`src/rtl/ara_xif_sequencer.sv`:
```
// XIF-side sequencer for Ara's instruction ring buffer: tracks live IDs in issue
// order and turns issue/register/commit/kill/pop traffic into buffer strobes.
module ara_xif_sequencer #(
    parameter int unsigned ID_WIDTH = 8,
    parameter int unsigned DEPTH    = 2,
    parameter int unsigned CNT_W    = $clog2(DEPTH + 1)
) (
    input  logic                clk_i,
    input  logic                rst_ni,
    input  logic                issue_valid_i,
    input  logic [ID_WIDTH-1:0] issue_id_i,
    output logic                issue_ready_o,
    input  logic                reg_valid_i,
    input  logic [ID_WIDTH-1:0] reg_id_i,
    input  logic                commit_valid_i,
    input  logic [ID_WIDTH-1:0] commit_id_i,
    input  logic                commit_kill_i,
    input  logic                buf_pop_i,
    output logic                buf_push_o,
    output logic [ID_WIDTH-1:0] buf_id_o,
    output logic                buf_reg_valid_o,
    output logic [ID_WIDTH-1:0] buf_reg_id_o,
    output logic                buf_commit_o,
    output logic                buf_flush_o,
    output logic [ID_WIDTH-1:0] buf_commit_id_o,
    output logic [CNT_W-1:0]    outstanding_o,
    output logic                err_o
);

    localparam int unsigned PTR_W = (DEPTH > 1) ? $clog2(DEPTH) : 1;

    typedef enum logic {
        RUN   = 1'b0,
        FLUSH = 1'b1
    } state_e;

    state_e              state_q;
    logic                active_q;
    logic [PTR_W-1:0]    head_q;
    logic [PTR_W-1:0]    tail_q;
    logic [CNT_W-1:0]    cnt_q;
    logic [ID_WIDTH-1:0] id_q [DEPTH];
    logic [DEPTH-1:0]    reg_seen_q;
    logic [DEPTH-1:0]    committed_q;

    logic [DEPTH-1:0]    live;
    logic                issue_live, reg_hit, commit_hit, oldest_found;
    logic [PTR_W-1:0]    commit_slot, oldest_slot, head_d;
    logic                kill, issue_ready, issue_acc, reg_same, reg_ok;
    logic                commit_ok, flush, pop_ok, head_commit, head_reg, err;

    function automatic logic [PTR_W-1:0] ptr_add(input logic [PTR_W-1:0] p, input int off);
        int s;
        s = int'(p) + off;
        if (s >= int'(DEPTH)) s = s - int'(DEPTH);
        return PTR_W'(s);
    endfunction

    // Distance from b forward to a around the ring.
    function automatic logic [CNT_W-1:0] ptr_dist(input logic [PTR_W-1:0] a, input logic [PTR_W-1:0] b);
        int d;
        d = int'(a) - int'(b);
        if (d < 0) d = d + int'(DEPTH);
        return CNT_W'(d);
    endfunction

    // NOTE: every signal written here gets a default first so no latch is inferred.
    always_comb begin
        live         = '0;
        issue_live   = 1'b0;
        reg_hit      = 1'b0;
        commit_hit   = 1'b0;
        commit_slot  = '0;
        oldest_found = 1'b0;
        oldest_slot  = '0;
        for (int k = 0; k < int'(DEPTH); k++) begin
            if (k < int'(cnt_q)) live[ptr_add(head_q, k)] = 1'b1;
        end
        for (int i = 0; i < int'(DEPTH); i++) begin
            if (live[i] && id_q[i] == issue_id_i) issue_live = 1'b1;
            if (live[i] && id_q[i] == reg_id_i) reg_hit = 1'b1;
            if (live[i] && id_q[i] == commit_id_i) begin
                commit_hit  = 1'b1;
                commit_slot = PTR_W'(i);
            end
        end
        for (int k = 0; k < int'(DEPTH); k++) begin
            if (!oldest_found && k < int'(cnt_q) && !committed_q[ptr_add(head_q, k)]) begin
                oldest_found = 1'b1;
                oldest_slot  = ptr_add(head_q, k);
            end
        end
    end

    assign kill        = commit_valid_i & commit_kill_i;
    assign issue_ready = active_q & (state_q == RUN) & (cnt_q < CNT_W'(DEPTH)) & ~issue_live & ~kill;
    assign issue_acc   = issue_valid_i & issue_ready;
    assign reg_same    = issue_acc & reg_valid_i & (reg_id_i == issue_id_i);
    assign reg_ok      = active_q & reg_valid_i & (reg_hit | reg_same);
    assign commit_ok   = active_q & commit_valid_i & ~commit_kill_i & commit_hit
                       & oldest_found & (commit_slot == oldest_slot);
    assign flush       = active_q & kill & (state_q == RUN) & commit_hit & ~committed_q[commit_slot];
    assign pop_ok      = active_q & buf_pop_i & (cnt_q != '0);
    assign head_d      = pop_ok ? ptr_add(head_q, 1) : head_q;

    // A commit or register write landing on the head this cycle legalises a same-cycle pop.
    assign head_commit = committed_q[head_q] | (commit_ok & (commit_slot == head_q));
    assign head_reg    = reg_seen_q[head_q] | (reg_valid_i & (reg_id_i == id_q[head_q]));

    assign err = active_q & (
                   (reg_valid_i & ~reg_ok)
                 | (commit_valid_i & ~commit_kill_i & ~commit_ok)
                 | (kill & ~flush)
                 | (buf_pop_i & ((cnt_q == '0) | ~(head_commit & head_reg))));

    assign issue_ready_o   = issue_ready;
    assign buf_push_o      = issue_acc;
    assign buf_id_o        = issue_acc ? issue_id_i : '0;
    assign buf_reg_valid_o = reg_ok;
    assign buf_reg_id_o    = reg_ok ? reg_id_i : '0;
    assign buf_commit_o    = commit_ok;
    assign buf_flush_o     = flush;
    assign buf_commit_id_o = (commit_ok | flush) ? commit_id_i : '0;
    assign outstanding_o   = cnt_q;
    assign err_o           = err;

    // NOTE: queue storage is reset along with the pointers so no X ever reaches the ID compares.
    always_ff @(posedge clk_i or negedge rst_ni) begin
        if (!rst_ni) begin
            state_q     <= RUN;
            active_q    <= 1'b0;
            head_q      <= '0;
            tail_q      <= '0;
            cnt_q       <= '0;
            reg_seen_q  <= '0;
            committed_q <= '0;
            for (int i = 0; i < int'(DEPTH); i++) id_q[i] <= '0;
        end else begin
            active_q <= 1'b1;
            state_q  <= flush ? FLUSH : RUN;
            head_q   <= head_d;

            if (flush) begin
                if (pop_ok && commit_slot == head_q) begin
                    tail_q <= head_d;
                    cnt_q  <= '0;
                end else begin
                    tail_q <= commit_slot;
                    cnt_q  <= ptr_dist(commit_slot, head_d);
                end
            end else begin
                if (issue_acc) tail_q <= ptr_add(tail_q, 1);
                unique case ({issue_acc, pop_ok})
                    2'b10:   cnt_q <= cnt_q + CNT_W'(1);
                    2'b01:   cnt_q <= cnt_q - CNT_W'(1);
                    default: ;
                endcase
            end

            for (int i = 0; i < int'(DEPTH); i++) begin
                if (active_q && reg_valid_i && live[i] && id_q[i] == reg_id_i) reg_seen_q[i] <= 1'b1;
            end
            if (commit_ok) committed_q[commit_slot] <= 1'b1;
            if (issue_acc) begin
                id_q[tail_q]        <= issue_id_i;
                reg_seen_q[tail_q]  <= reg_same;
                committed_q[tail_q] <= 1'b0;
            end
        end
    end

endmodule

```
`config.mk`:
```
export PLATFORM = sky130hd
export DESIGN_NAME = ara_xif_sequencer
export DESIGN_NICKNAME = d
export VERILOG_FILES = /design/src/rtl/ara_xif_sequencer.sv
export SDC_FILE = /design/constraint.sdc
export NUM_CORES = 1
export LEC_CHECK = 0
export CORE_MARGIN = 10
export CORE_UTILIZATION = 50
export CTS_BUF_LIST = sky130_fd_sc_hd__clkbuf_4 sky130_fd_sc_hd__clkbuf_8 sky130_fd_sc_hd__clkbuf_16
export DETAILED_ROUTE_END_ITERATION = 16
export GPL_ROUTABILITY_DRIVEN = 0
export PLACE_DENSITY = 0.81
export SYNTH_ARGS = -nofsm -noshare
export SYNTH_HDL_FRONTEND = slang
export SYNTH_SLANG_ARGS = --single-unit
```
`constraint.sdc`:
```
create_clock -name clk_i -period 3.6 [get_ports clk_i]
set_clock_uncertainty 0.2 [all_clocks]
set_input_delay 0.36 -clock clk_i [delete_from_list [all_inputs] [get_ports clk_i]]
set_output_delay 0.36 -clock clk_i [all_outputs]
set_load 0.02 [all_outputs]
```
==> results_dict.tcl <==
set metrics [dict create \
    outcome "completed" \
    final_area_um2 3170 \
    finalCritPeriodShare 0.967 \
    syn-instance-count 253 \
    synth-main-ff-cell "dfrtp_1" \
    cap_violations 0 \
    die_w_um 89.3 \
    placed_cell_area_um2 3090 \
    drt_iter0_drc 200 \
    finalNetCount 344 \
    yosys.area.top_type_share 0.271 \
    tns_ns 0 \
    cp_max_fo 5 \
    yosysTopAreaCell "dfrtp_1" \
    num_rows 25 \
    routed_wl_um 6840 \
    ys_seq_area_frac 0.271 \
    cts_buffers 3 \
    crit_path_start_kind "flip-flop" \
    hold_class "in2async" \
    rrSetupSlack_ns 0.71 \
    multi_input_area_um2 1660 \
    post_cts_buffers 0 \
    layoutNonFillerInstCount 364 \
    track_usage 0.176 \
    cts_max_level 1 \
    regArea_um2 651 \
    vias_per_cell 5.88 \
    tritoncts "done" \
    fin_ws_ns 0.119 \
    synth_area_um2 2400 \
    hpwl_um 5330 \
    place_inst 360 \
    crit_chain "inv_1 > ha_1 > buf_4 > nand2b_1 > o21ai_1 > nand3_2 > o41a_1 > o311ai_1 > o221ai_1 > dlygate4sd2_1" \
    synthTopCellsByArea "dfrtp_1 27%, xnor2_1 19%, mux2_1 7.5%, xor2_1 5.8%, mux2i_1 5.0%" \
    p_per_area_nw_per_um2 582 \
    rr_worst_depth 11 \
    layout-drive-gt1-share 0.126 \
    drc 0 \
    grt-ovfl-total 0 \
    clockRootBuffer "clkbuf_8" \
    cts_buffer_depth 2 \
    nFillCells 359 \
    max_freq_ghz 0.287 \
    cp_data_required_time_ns 3.04 \
    worstPathArrival_ns 2.92 \
    r2r_end "id_q[4]" \
    period_minus_slack_ns 3.48 \
    synthMostInstantiatedCell "xnor2_1" \
    crit_type "reg2out" \
    io_pins 63 \
    synth_common_cells "51 x xnor2_1, 26 x dfrtp_1, 16 x mux2_1, 16 x xor2_1, 15 x clkbuf_1" \
    start_util 0.511 \
    num_vias 2140 \
    grt_start_max_net_pins 27 \
    ys_types 54 \
    finalMaxSlewViolations 0 \
    dieArea_um2 7970 \
    synth_edf_count 0 \
    avgRoutedWirePerCell_um 18.8 \
    cpMaxStageDelayCell "o41a_1" \
    hold_ws_ns 0.253 \
    ys_ff_latch 26 \
    diodes 0 \
    place_ws_ns 0.0828 \
    ir_drop_uv 335 \
    first_pass_iters 6 \
    port_buffers 62 \
    r2r-start "outstanding_o[0]" \
    syn_to_final_growth_pct 32.3 \
    grt_pass1_wl_um 11000 \
    end_kind "output port" \
    clk_pin_slew_ns 0.10 \
    clk_latency_ns 0.28 \
    max_stage_delay_ns 0.41 \
    avgSynthCellArea_um2 9.49 \
    setup_viol 0 \
    antenna_found_initial 0 \
    finalHoldViolCount 0 \
    core_um2 4690 \
    grt_pass1_vias 2163 \
    syn_nets 286 \
    ys_warn_count 0 \
    die_h_um 89.3 \
    ys_async_sr_fraction 1.00 \
    ant_nets 0 \
    total_leakage_power_uw 0.00146 \
    cts_sinks 26 \
]
[per-stage QoR]
| stage | total power [uW] | util |
|---|---|---|
| after global routing | 1960 | 0.677 |
| after global placement | 1590 | 0.659 |
| final | 1850 | 0.677 |
| after floorplan | 1320 | - |
| after CTS | 1830 | 0.669 |
| after detailed placement | 1620 | 0.659 |
[final cells by class]
class,count,area share
flip-flops and latches,26,0.205
repair buffers,72,0.225
clock buffers,4,0.0173
well taps,54,0.0213
inverters,6,0.00710
multi-input cells,202,0.524
[critical path, delay by kind of cell (launching register included)]
| kind | cells | cell delay (ns) |
|---|---|---|
| compound gates | 4 | 1.07 |
| fa+ha+maj | 1 | 0.26 |
| buf+inv | 3 | 0.59 |
| flops | 1 | 0.37 |
| simple gates | 2 | 0.34 |
[placed cells by master (no fill, tap or decap), drive strengths merged, types with 2 or more instances in the layout]
master          n
a21boi          8
a21o            2
a21oi           3
a31oi           3
and2           10
and3            9
buf            10
clkbuf          4
clkdlybuf4s50  44
dfrtp          26
dlygate4sd2    10
dlymetal6s2s    8
ha              2
inv             6
mux2           18
mux2i          12
nand2          11
nand2b          3
nand3           4
nand4          10
nor2            7
nor2b           2
nor3            3
nor4            7
o21ai           2
o221ai          2
o31a            3
xnor2          51
xor2           16
[where the power goes]
part	internal, uW	switching, uW
registers	408	219
logic	535	483
clock network	98.2	103
total	1040	805
[how the worst max path moves through the flow]
stage / slack (ns) / depth (start not counted) / from / to
5_1_grt: -0.03 / 10 / outstanding_o[0] / err_o
4_1_cts: 0.003 / 11 / outstanding_o[0] / buf_reg_id_o[2]
3_3_place_gp: 0.09 / 8 / commit_id_i[4] / err_o
6_report: 0.12 / 10 / outstanding_o[0] / err_o
3_5_place_dp: 0.08 / 9 / commit_id_i[3] / buf_commit_id_o[7]
2_1_floorplan: 0.50 / 9 / outstanding_o[1] / buf_commit_id_o[0]
[registers in the layout, indices dropped and copies added, names as in the netlist]
register / flops
id_q: 16
committed_q: 2
outstanding_o: 2
reg_seen_q: 2
active_q: 1
head_q: 1
state_q: 1
tail_q: 1
[repair_timing]
item | in CTS | in global routing
setup endpoints to repair | 10 | 10
endpoints found under the hold margin | 0 | 0
hold buffers | 0 | 0
gates resized for setup | 10 | 11
[cells by family after synthesis]
family / after synthesis / synth area share
AO/OA/AOI/OAI: 30 / 0.108
XOR/XNOR: 67 / 0.245
flip-flops: 26 / 0.271
multiplexers: 30 / 0.136
other: 1 / 0.00156
buffers and inverters: 25 / 0.0433
AND/OR/NAND/NOR: 72 / 0.185
adder cells (fa/ha/maj): 2 / 0.0104
[per-layer routing]
layer / up-vias / track usage / wire, um
li1: 996 / - / -
met1: 1028 / 0.218 / 2890
met2: 105 / 0.290 / 3120
met3: 11 / 0.0529 / 733
met4: 0 / 0.0477 / 96
met5: - / 0 / 0
Note: power is estimated with default switching activity, not from simulation.
